--- config.mk ---
export PLATFORM = sky130hd
export DESIGN_NAME = instr_fetch_unit
export DESIGN_NICKNAME = d
export VERILOG_FILES = /design/src/rtl/ifu_pkg.sv /design/src/rtl/ifu_fifo.sv /design/src/rtl/instr_fetch_unit.sv
export SDC_FILE = /design/constraint.sdc
export NUM_CORES = 1
export LEC_CHECK = 0
export ABC_AREA = 1
export CAP_MARGIN = 20
export CORE_AREA = 5 5 289 291
export CTS_BUF_LIST = sky130_fd_sc_hd__clkbuf_16
export CTS_CLUSTER_DIAMETER = 100
export DETAILED_ROUTE_END_ITERATION = 8
export DIE_AREA = 0 0 294 296
export PLACE_DENSITY = 0.52
export REMOVE_ABC_BUFFERS = 1
export SLEW_MARGIN = 20
export SYNTH_ARGS = -nofsm -noshare
export SYNTH_HDL_FRONTEND = slang
export SYNTH_SLANG_ARGS = --single-unit
--- constraint.sdc ---
create_clock -name clk -period 2.9 [get_ports clk]
set_input_delay 0.725 -clock clk [delete_from_list [all_inputs] [get_ports clk]]
set_output_delay 0.725 -clock clk [all_outputs]
set_load 0.005 [all_outputs]
--- src/rtl/ifu_pkg.sv ---
// Shared types for the instruction fetch unit: FSM state, buffered entry layout, fetch stride.
// Latency: n/a (types and constants only).
// Backpressure: n/a.
package ifu_pkg;

    localparam int IFU_ADDR_W  = 64;
    localparam int IFU_INSTR_W = 32;
    localparam int INSTR_BYTES = 4;

    typedef enum logic [0:0] {
        FETCH = 1'b0,
        FLUSH = 1'b1
    } ifu_state_t;

    typedef struct packed {
        logic [IFU_ADDR_W-1:0]  pc;
        logic [IFU_INSTR_W-1:0] data;
    } ifu_entry_t;

endpackage

--- src/rtl/ifu_fifo.sv ---
// DEPTH-entry {pc, data} FIFO with synchronous flush, occupancy count and flop-sourced head.
// Latency: a pushed entry is visible at head the cycle after the push edge.
// Backpressure: push is dropped when full unless a pop happens the same cycle; flush beats push/pop.
module ifu_fifo
    import ifu_pkg::*;
#(
    parameter  int DEPTH = 2,
    localparam int PW    = (DEPTH > 1) ? $clog2(DEPTH) : 1,
    localparam int CW    = $clog2(DEPTH + 1)
) (
    input  logic          clk,
    input  logic          reset,
    input  logic          flush,
    input  logic          push,
    input  ifu_entry_t    push_entry,
    input  logic          pop,
    output ifu_entry_t    head,
    output logic [CW-1:0] count,
    output logic          empty
);

    ifu_entry_t    mem [DEPTH];
    logic [PW-1:0] wr_ptr;
    logic [PW-1:0] rd_ptr;
    logic          do_push;
    logic          do_pop;

    function automatic logic [PW-1:0] ptr_inc(input logic [PW-1:0] p);
        return (p == PW'(DEPTH - 1)) ? '0 : p + 1'b1;
    endfunction

    assign empty   = (count == '0);
    assign do_pop  = pop && !empty;
    assign do_push = push && ((count != CW'(DEPTH)) || do_pop);
    assign head    = mem[rd_ptr];

    always_ff @(posedge clk or negedge reset) begin
        if (!reset) begin
            wr_ptr <= '0;
            rd_ptr <= '0;
            count  <= '0;
            for (int i = 0; i < DEPTH; i++) begin
                mem[i] <= '0;
            end
        end else if (flush) begin
            wr_ptr <= '0;
            rd_ptr <= '0;
            count  <= '0;
        end else begin
            if (do_push) begin
                mem[wr_ptr] <= push_entry;
                wr_ptr      <= ptr_inc(wr_ptr);
            end
            if (do_pop) begin
                rd_ptr <= ptr_inc(rd_ptr);
            end
            case ({do_push, do_pop})
                2'b10:   count <= count + 1'b1;
                2'b01:   count <= count - 1'b1;
                default: count <= count;
            endcase
        end
    end

endmodule

--- src/rtl/instr_fetch_unit.sv ---
// In-order instruction fetch: credit-limited imem requests, {pc,data} buffering, redirect flush.
// Latency: response to instr_* in 1 cycle; request issues in the cycle after a redirect if nothing is in flight.
// Backpressure: requests stop when buffered + in-flight reach DEPTH; optional IFU_PERF_CNT_EN adds perf_stall_cnt.
module instr_fetch_unit
    import ifu_pkg::*;
#(
    parameter int                ADDR_W       = IFU_ADDR_W,
    parameter int                INSTR_W      = IFU_INSTR_W,
    parameter logic [ADDR_W-1:0] RESET_VECTOR = 64'd0,
    parameter int                DEPTH        = 2
) (
    input  logic               clk,
    input  logic               reset,
    input  logic               redirect_valid,
    input  logic [ADDR_W-1:0]  redirect_pc,
    output logic               imem_req_valid,
    output logic [ADDR_W-1:0]  imem_req_addr,
    input  logic               imem_req_ready,
    input  logic               imem_rsp_valid,
    input  logic [INSTR_W-1:0] imem_rsp_data,
    output logic               instr_valid,
    output logic [INSTR_W-1:0] instr_data,
    output logic [ADDR_W-1:0]  instr_pc,
    input  logic               instr_ready
`ifdef IFU_PERF_CNT_EN
    ,
    output logic [31:0]        perf_stall_cnt
`endif
);

    localparam int            PW      = (DEPTH > 1) ? $clog2(DEPTH) : 1;
    localparam int            CW      = $clog2(DEPTH + 1);
    localparam logic [CW:0]   DEPTH_C = (CW + 1)'(DEPTH);

    ifu_state_t        state;
    logic [ADDR_W-1:0] fetch_pc;
    logic [ADDR_W-1:0] target_pc;
    logic [CW-1:0]     outstanding;
    logic [CW-1:0]     drop_cnt;
    logic [CW-1:0]     drop_nxt;
    logic [CW-1:0]     fifo_count;
    logic [CW:0]       in_use;
    logic [ADDR_W-1:0] tag_q [DEPTH];
    logic [PW-1:0]     tag_wr;
    logic [PW-1:0]     tag_rd;
    logic              req_fire;
    logic              rsp_take;
    logic              pop_fire;
    logic              fifo_empty;
    ifu_entry_t        push_entry;
    ifu_entry_t        fifo_head;

    function automatic logic [PW-1:0] tag_inc(input logic [PW-1:0] p);
        return (p == PW'(DEPTH - 1)) ? '0 : p + 1'b1;
    endfunction

    assign target_pc     = redirect_pc & ~ADDR_W'(INSTR_BYTES - 1);
    assign imem_req_addr = fetch_pc;
    assign instr_valid   = !fifo_empty;
    assign instr_pc      = fifo_head.pc;
    assign instr_data    = fifo_head.data;

    // The slot freed by this cycle's pop counts as credit, so a 1-cycle memory streams at full rate
    // while buffered + in-flight still never exceeds DEPTH after the edge.
    always_comb begin
        pop_fire       = instr_valid && instr_ready && !redirect_valid;
        in_use         = {1'b0, fifo_count} + {1'b0, outstanding} - {{CW{1'b0}}, pop_fire};
        imem_req_valid = reset && (state == FETCH) && !redirect_valid && (in_use < DEPTH_C);
        req_fire       = imem_req_valid && imem_req_ready;
        rsp_take       = imem_rsp_valid && (state == FETCH) && (outstanding != '0);
        push_entry     = '{pc: tag_q[tag_rd], data: imem_rsp_data};
        drop_nxt       = drop_cnt;
        if (state == FETCH) begin
            drop_nxt = outstanding - CW'(rsp_take);
        end else if (imem_rsp_valid && (drop_cnt != '0)) begin
            drop_nxt = drop_cnt - 1'b1;
        end
    end

    always_ff @(posedge clk or negedge reset) begin
        if (!reset) begin
            state       <= FETCH;
            fetch_pc    <= RESET_VECTOR;
            outstanding <= '0;
            drop_cnt    <= '0;
            tag_wr      <= '0;
            tag_rd      <= '0;
            for (int i = 0; i < DEPTH; i++) begin
                tag_q[i] <= '0;
            end
        end else begin
            case (state)
                FETCH: begin
                    if (redirect_valid) begin
                        fetch_pc    <= target_pc;
                        outstanding <= '0;
                        tag_wr      <= '0;
                        tag_rd      <= '0;
                        drop_cnt    <= drop_nxt;
                        state       <= (drop_nxt != '0) ? FLUSH : FETCH;
                    end else begin
                        if (req_fire) begin
                            tag_q[tag_wr] <= fetch_pc;
                            tag_wr        <= tag_inc(tag_wr);
                            fetch_pc      <= fetch_pc + ADDR_W'(INSTR_BYTES);
                        end
                        if (rsp_take) begin
                            tag_rd <= tag_inc(tag_rd);
                        end
                        case ({req_fire, rsp_take})
                            2'b10:   outstanding <= outstanding + 1'b1;
                            2'b01:   outstanding <= outstanding - 1'b1;
                            default: outstanding <= outstanding;
                        endcase
                    end
                end
                FLUSH: begin
                    // A second redirect only retargets; the stale responses still have to drain.
                    drop_cnt <= drop_nxt;
                    if (redirect_valid) begin
                        fetch_pc <= target_pc;
                    end
                    if (drop_nxt == '0) begin
                        state <= FETCH;
                    end
                end
                default: state <= FETCH;
            endcase
        end
    end

    ifu_fifo #(
        .DEPTH      (DEPTH)
    ) u_fifo (
        .clk        (clk),
        .reset      (reset),
        .flush      (redirect_valid),
        .push       (rsp_take && !redirect_valid),
        .push_entry (push_entry),
        .pop        (pop_fire),
        .head       (fifo_head),
        .count      (fifo_count),
        .empty      (fifo_empty)
    );

`ifdef IFU_PERF_CNT_EN
    always_ff @(posedge clk or negedge reset) begin
        if (!reset) begin
            perf_stall_cnt <= '0;
        end else if (!instr_valid && (perf_stall_cnt != 32'hFFFF_FFFF)) begin
            perf_stall_cnt <= perf_stall_cnt + 32'd1;
        end
    end
`endif

endmodule

==> Word-level counts from Yosys, hierarchy flattened <==
Index checks and enable logic that the tools add are counted.
{ "classes": {"n_eq_ne": 8, "n_addsub": 13, "reduce_logical": 34, "n_lt_le_gt_ge": 7, "n_mux": 40, "bitwise": 6} }
{ "op_table": {"columns": ["cell", "n"], "rows": [
  ["64-bit two-way mux", 7],
  ["96-bit two-way mux", 4],
  ["192-bit bitwise mux", 1],
  ["128-bit bitwise mux", 1],
  ["64-bit one-hot mux with 2 select lines", 1],
  ["96-bit demux with 1-bit select", 1],
  ["64-bit by 3-bit adder with 64-bit output (second input constant)", 1],
  ["64-bit demux with 1-bit select", 1],
  ["1-bit two-way mux", 15],
  ["1-bit logical AND", 14],
  ["2-bit nonzero test", 7],
  ["2-bit one-hot mux with 2 select lines", 3],
  ["2-bit two-way mux", 5],
  ["2-bit AND reduction", 5],
  ["2-bit greater-or-equal comparator (second input constant)", 4],
  ["1-bit NOT with 2-bit output", 4],
  ["2-bit inequality test (second input constant)", 3],
  ["3-bit nonzero test", 2],
  ["2-bit by 1-bit subtractor with 2-bit output (second input constant)", 3],
  ["1-bit adder (second input constant)", 4],
  ["2-bit by 1-bit adder with 2-bit output (second input constant)", 2],
  ["2-bit by 1-bit equality test with 1-bit output (second input constant)", 2],
  ["2-bit equality test (second input constant)", 2],
  ["2-bit logical NOT", 2],
  ["other kinds (11)", 14]
]} }
{ "word_totals": {"reg_bits": 395, "inputBits": 102} }

==> Depth between registers and ports, before layout <==
{ "depth": {"depth_word": 11, "mapped_depth": 17, "ltp_nobuf": 16} }

==> Cells and area by module <==
A second synthesis with hierarchy kept.
{ "unflattened": {"cells_unflattened": 2581, "hier_area_um2": 19935.4} }
{ "modules_own_cells": {"columns": ["module", "area_each_um2", "cells_per_inst", "n_inst", "seq_area_each_um2"], "rows": [
  ["instr_fetch_unit", 10904.2, 1520, 1, 4829.6],
  ["ifu_fifo", 9031.2, 1061, 1, 4904.7]
]} }

==> Worst setup path after synthesis <==
Ideal clock, no wire load.
{ "synth_path": {"kind": "input port to flip-flop", "start": "input port redirect_valid", "end": "register tag_q[8] (netlist bit)", "arrival_time_ns": 3.054, "setup_slack_ns": -0.282, "t_required_ns": 2.772, "n_path_buf": 2, "stages": 11, "path_cell_list": "buf_2 > nor2_1 > ha_1 > or2_2 > fa_1 > nand3_1 > nor2_4 > nand2_4 > nor2_4 > buf_4 > mux2_1"} }
{ "synth_via": {"elab_chain_cells": 7, "word_cells_on_any_way": 9, "cone_classes": "1 x add/sub; 1 x order compare; 1 x bitwise; 6 x reduce/logical"} }
{ "synth_rtl": {"columns": ["item", "line", "source"], "rows": [
  ["start, declared", "instr_fetch_unit.sv:14", "input logic redirect_valid,"],
  ["1-bit logical NOT *", "instr_fetch_unit.sv:66, instr_fetch_unit.sv:68", null],
  ["1-bit logical AND", "instr_fetch_unit.sv:66", "pop_fire = instr_valid && instr_ready && !redirect_valid;"],
  ["3-bit by 1-bit subtractor with 3-bit output", "instr_fetch_unit.sv:67", "in_use = {1'b0, fifo_count} + {1'b0, outstanding} - {{CW{1'b0}}, pop_fire};"],
  ["3-bit by 2-bit < comparator with 1-bit output", "instr_fetch_unit.sv:68", "imem_req_valid = reset && (state == FETCH) && !redirect_valid && (in_use < DEPTH_C);"],
  ["1-bit logical AND *", "instr_fetch_unit.sv:68", null],
  ["net imem_req_valid", "instr_fetch_unit.sv:16", "output logic imem_req_valid,"],
  ["1-bit logical AND *", "instr_fetch_unit.sv:69", "req_fire = imem_req_valid && imem_req_ready;"],
  ["3-bit AND reduction (no line) *", null, null],
  ["end signal, assigned by index", "instr_fetch_unit.sv:103", "tag_q[tag_wr] <= fetch_pc;"],
  ["end, declared", "instr_fetch_unit.sv:43", "logic [ADDR_W-1:0] tag_q [DEPTH];"]
]} }
Mark *: on every way through the listed nets, which the timed path passes. The rest lies on a longest branch.
A chain may end at the register's enable or synchronous reset.

==> Worst setup path after layout <==
{ "layout_path": {"start": "register u_fifo.count[1]", "end": "output port imem_req_valid"} }
{ "layout_via": {"elab_chain_cells": 7, "word_cells_on_any_way": 8, "cone_classes": "2 x add/sub; 1 x order compare; 5 x reduce/logical"} }
{ "layout_rtl": {"columns": ["item", "line", "source"], "rows": [
  ["start, declared", "ifu_fifo.sv:18", "output logic [CW-1:0] count,"],
  ["start signal, assigned", "ifu_fifo.sv:58", "2'b10: count <= count + 1'b1;"],
  ["start signal, assigned", "ifu_fifo.sv:59", "2'b01: count <= count - 1'b1;"],
  ["start signal, assigned", "ifu_fifo.sv:60", "default: count <= count;"],
  ["2-bit logical NOT", "ifu_fifo.sv:32", "assign empty = (count == '0);"],
  ["1-bit logical NOT", "instr_fetch_unit.sv:59", "assign instr_valid = !fifo_empty;"],
  ["1-bit logical AND (2 in a row)", "instr_fetch_unit.sv:66", null],
  ["3-bit by 1-bit subtractor with 3-bit output *", "instr_fetch_unit.sv:67", null],
  ["3-bit by 2-bit < comparator with 1-bit output *", "instr_fetch_unit.sv:68", null],
  ["1-bit logical AND *", "instr_fetch_unit.sv:68", null],
  ["end, declared", "instr_fetch_unit.sv:16", null]
]} }
Mark *: on every way between the ends. The rest lies on a longest branch, timed or not.

==> flow_summary.yaml <==
outcome:
  status: "finished with violations"
  violations: "negative setup slack"
worst_setup_path:
  critPathRequiredTime_ps: 2170
  path_class: "flop to output port"
  end_kind: "output port"
  cp-startpoint: "u_fifo.count[1]$_DFFE_PN0P_"
  r2r_cells: 22
  worstPathArrival_ps: 2580
  r2r_start: "u_fifo.count[1]$_DFFE_PN0P_"
  startpoint_type: "flop"
  worst-path-max-fanout: 2
floorplan:
  dieWidth_um: 294
  die_area_um2: 87000
  fp-row-count: 104
  ios: 264
  die_y_um: 296
  core_area_um2: 80300
  initial_core_util_pct: 23.9
timing:
  slew_violations: 0
  fmax_mhz: 302
  slew_headroom_pct: 42.9
  hold_violations: 0
  tns_ps: -42450
  setup_slack_ps: -410
  post-route-period-util_pct: 114
  period_minus_slack_ps: 3310
  rsz0062_at_grt: "yes"
  clock_skew_ps: 27.8
  hold_slack_ps: 136
  worstMarginPinSlew_ps: 857
  setup_viol: 189
synth:
  synth_seq_cells: 385
  synth_top_area_share_pct: 50.2
  netlist_top_cells_count: "nand2_1 (930), dfrtp_1 (385), o21ai_0 (348), inv_1 (250), nor2_1 (226)"
  ys.flop_type: "dfrtp_1"
  synth-seq-area-share_pct: 50.2
  synth_edf_count: 0
  syn_inst: 2551
  yosysUniqueCellTypes: 40
  yosysMostFrequentCell: "nand2_1"
  synth_warnings: 0
  synthArstFlopShare_pct: 100
  synth_area_per_cell_um2: 7.52
  synth_top_area_cell: "dfrtp_1"
  synthTopCellsByArea: "dfrtp_1 (50%), nand2_1 (18%), o21ai_0 (9.1%), inv_1 (4.9%), nor2_1 (4.4%)"
  syn-cell-area_um2: 19200
grt:
  grt_pass1_vias: 17100
  grt_max_degree: 142
  grt_antenna_before_repair: 9
  grt_pass1_wl_mm: 111
  grtUsageTotal_pct: 16.7
  gr-total-overflow: 0
drt:
  dr_total_vias: 18100
  dr.pass1.iters: 5
  final_antenna_net_count: 0
  top_layer_used: "met5"
  vias_per_cell: 4.51
  wire_per_inst_um: 19.5
  routed_wl_mm: 78.4
  drt-met1-wl_mm: 34.8
  drt_iter0_drc: 1524
  post-route-drc-count: 0
  wl_met3_mm: 4.54
  dr_wl_met2_mm: 37.8
power_and_ir_drop:
  clockPowerShare_pct: 24.9
  power.density_nw_per_um2: 836
  irDropWorstVdd_v: 0.000413
  power.total_mw: 22.8
  switching_share_pct: 36.2
  leakagePower_nw: 12.8
  p_seq_share_pct: 37.7
  p_int_mw: 14.6
  pwr-share-comb_pct: 37.3
  p_sw_mw: 8.27
placement:
  gp_congestion: 0.907
  dp_hpwl_mm: 49.7
  portBuffers: 257
finish:
  drive_above_1_share_pct: 13.6
  nNetsFinal: 3029
  final_core_util_pct: 34.0
  area_growth_pct: 42.3
job:
  drv_cap: 0
cts:
  cts_sinks: 385
  clk_latency_ps: 600
  clockBufferDepth: 3
  cts_tree: "yes"
  path_clk_slew_ps: 60
  cts_buffers: 48
  cts.root.buffer_cell: "clkbuf_16"
  h-tree-depth: 2
worst_hold_path:
  worst_hold_path_type: "primary input to async pin"
layer usage:
metal | vias to the layer above | GRT usage, %
met3 | 84 | 3.40
met2 | 452 | 28.4
met4 | 8 | 3.22
met5 | - | 0
met1 | 8785 | 22.2
li1 | 8782 | -
layout by cell type (no fill, tap or decap), types with 5 or more instances in the layout:
cell type | netlist | routed
nand2_1 | 930 | 913
dfrtp_1 | 385 | 383
inv_1 | 250 | 258
o21ai_0 | 348 | 257
nor2_1 | 226 | 208
clkdlybuf4s50_1 | 0 | 162
dlygate4sd2_1 | 0 | 88
o21ai_1 | 12 | 79
nand3_1 | 85 | 79
buf_4 | 24 | 74
clkbuf_16 | 0 | 69
buf_12 | 0 | 37
mux2_4 | 0 | 30
o21a_1 | 29 | 29
o21ai_2 | 2 | 24
buf_6 | 1 | 22
nor2_2 | 3 | 18
nand4_1 | 17 | 17
buf_16 | 0 | 16
clkinv_1 | 3 | 14
buf_8 | 0 | 14
nand2_2 | 0 | 13
nor3_1 | 18 | 13
a21oi_1 | 19 | 12
nor2_4 | 6 | 9
o22ai_1 | 14 | 7
o22ai_2 | 0 | 7
nand3_2 | 1 | 6
xor2_1 | 6 | 6
a21oi_2 | 0 | 6
clkinv_2 | 0 | 6
bufbuf_16 | 0 | 5
flip-flops by register name (all words and copies together) (netlist names):
name	flops
u_fifo.mem	188
tag_q	124
imem_req_addr	62
drop_cnt	2
outstanding	2
u_fifo.count	2
state	1
tag_rd	1
tag_wr	1
u_fifo.rd_ptr	1
u_fifo.wr_ptr	1
power by group through the flow:
stage	Combinational (mW)	Sequential [mW]	Clock, mW
6_report	8.52	8.61	5.69
3_3_place_gp	7.55	8.60	0
4_1_cts	8.02	8.58	5.87
5_1_grt	9.53	8.83	6.08
3_5_place_dp	7.63	8.66	0
2_1_floorplan	3.55	8.48	0
final cells by class:
class / count / area (µm²)
inverter: 258 / 1030
antenna: 3 / 7.51
timing repair inverter: 1 / 16.3
tap: 1060 / 1330
timing repair buffer: 444 / 5310
fill: 8487 / 53000
clock inverter: 37 / 231
sequential: 385 / 9640
multi-input combinational: 1783 / 8520
clock buffer: 49 / 1230
cells by family after synthesis:
logic type	Yosys count	share of synthesized area (%)
AOI/OAI and AO/OA	435	12.0
DFF	385	50.2
xor gates and xnor gates	10	0.456
buffers and inverters	386	8.28
other	1	0.0195
and+or+nand+nor	1295	26.7
adders and majority gates	6	0.430
muxes	33	1.94
worst max-delay path: stages (launching register included):
cell and delay [ps]:
dfrtp_1 360, inv_2 50, nand2_2 70, nand2_2 70, nor2_4 120, ha_4 220
or2_4 230, fa_2 570, nand3_2 80, nor2_4 100, buf_2 120
timing repair:
item                       CTS  global route
setup endpoints to repair  270           194
hold buffers                 0             0
buffers inserted            33            27
gates resized for setup    195           245
cloned                      23            25
pin swaps                   10            28
path summary, 6_finish.rpt:
check / endpoint / slack, ps
worst max-delay path: imem_req_valid / -410
worst min-delay path: u_fifo.mem[66]$_DFFE_PN0P_ / 140
worst max register to register: tag_q[99]$_DFFE_PN0P_ / -340
worst min register to register: u_fifo.mem[71]$_DFFE_PN0P_ / 470
max in group asynchronous: u_fifo.mem[87]$_DFFE_PN0P_ / 1640
min in group clk: u_fifo.mem[71]$_DFFE_PN0P_ / 470
metrics by stage:
step                      std cells  setup slack [ps]  cell area (µm²)
after floorplan                2426             -1990            18600
after global placement         3831             -1180            23400
after detailed placement       3831             -1200            23400
after CTS                      3973              -450            26100
after global routing           4017              -526            27300
final                          4020              -410            27300
No activity file was read; power rests on OpenSTA's default activity.
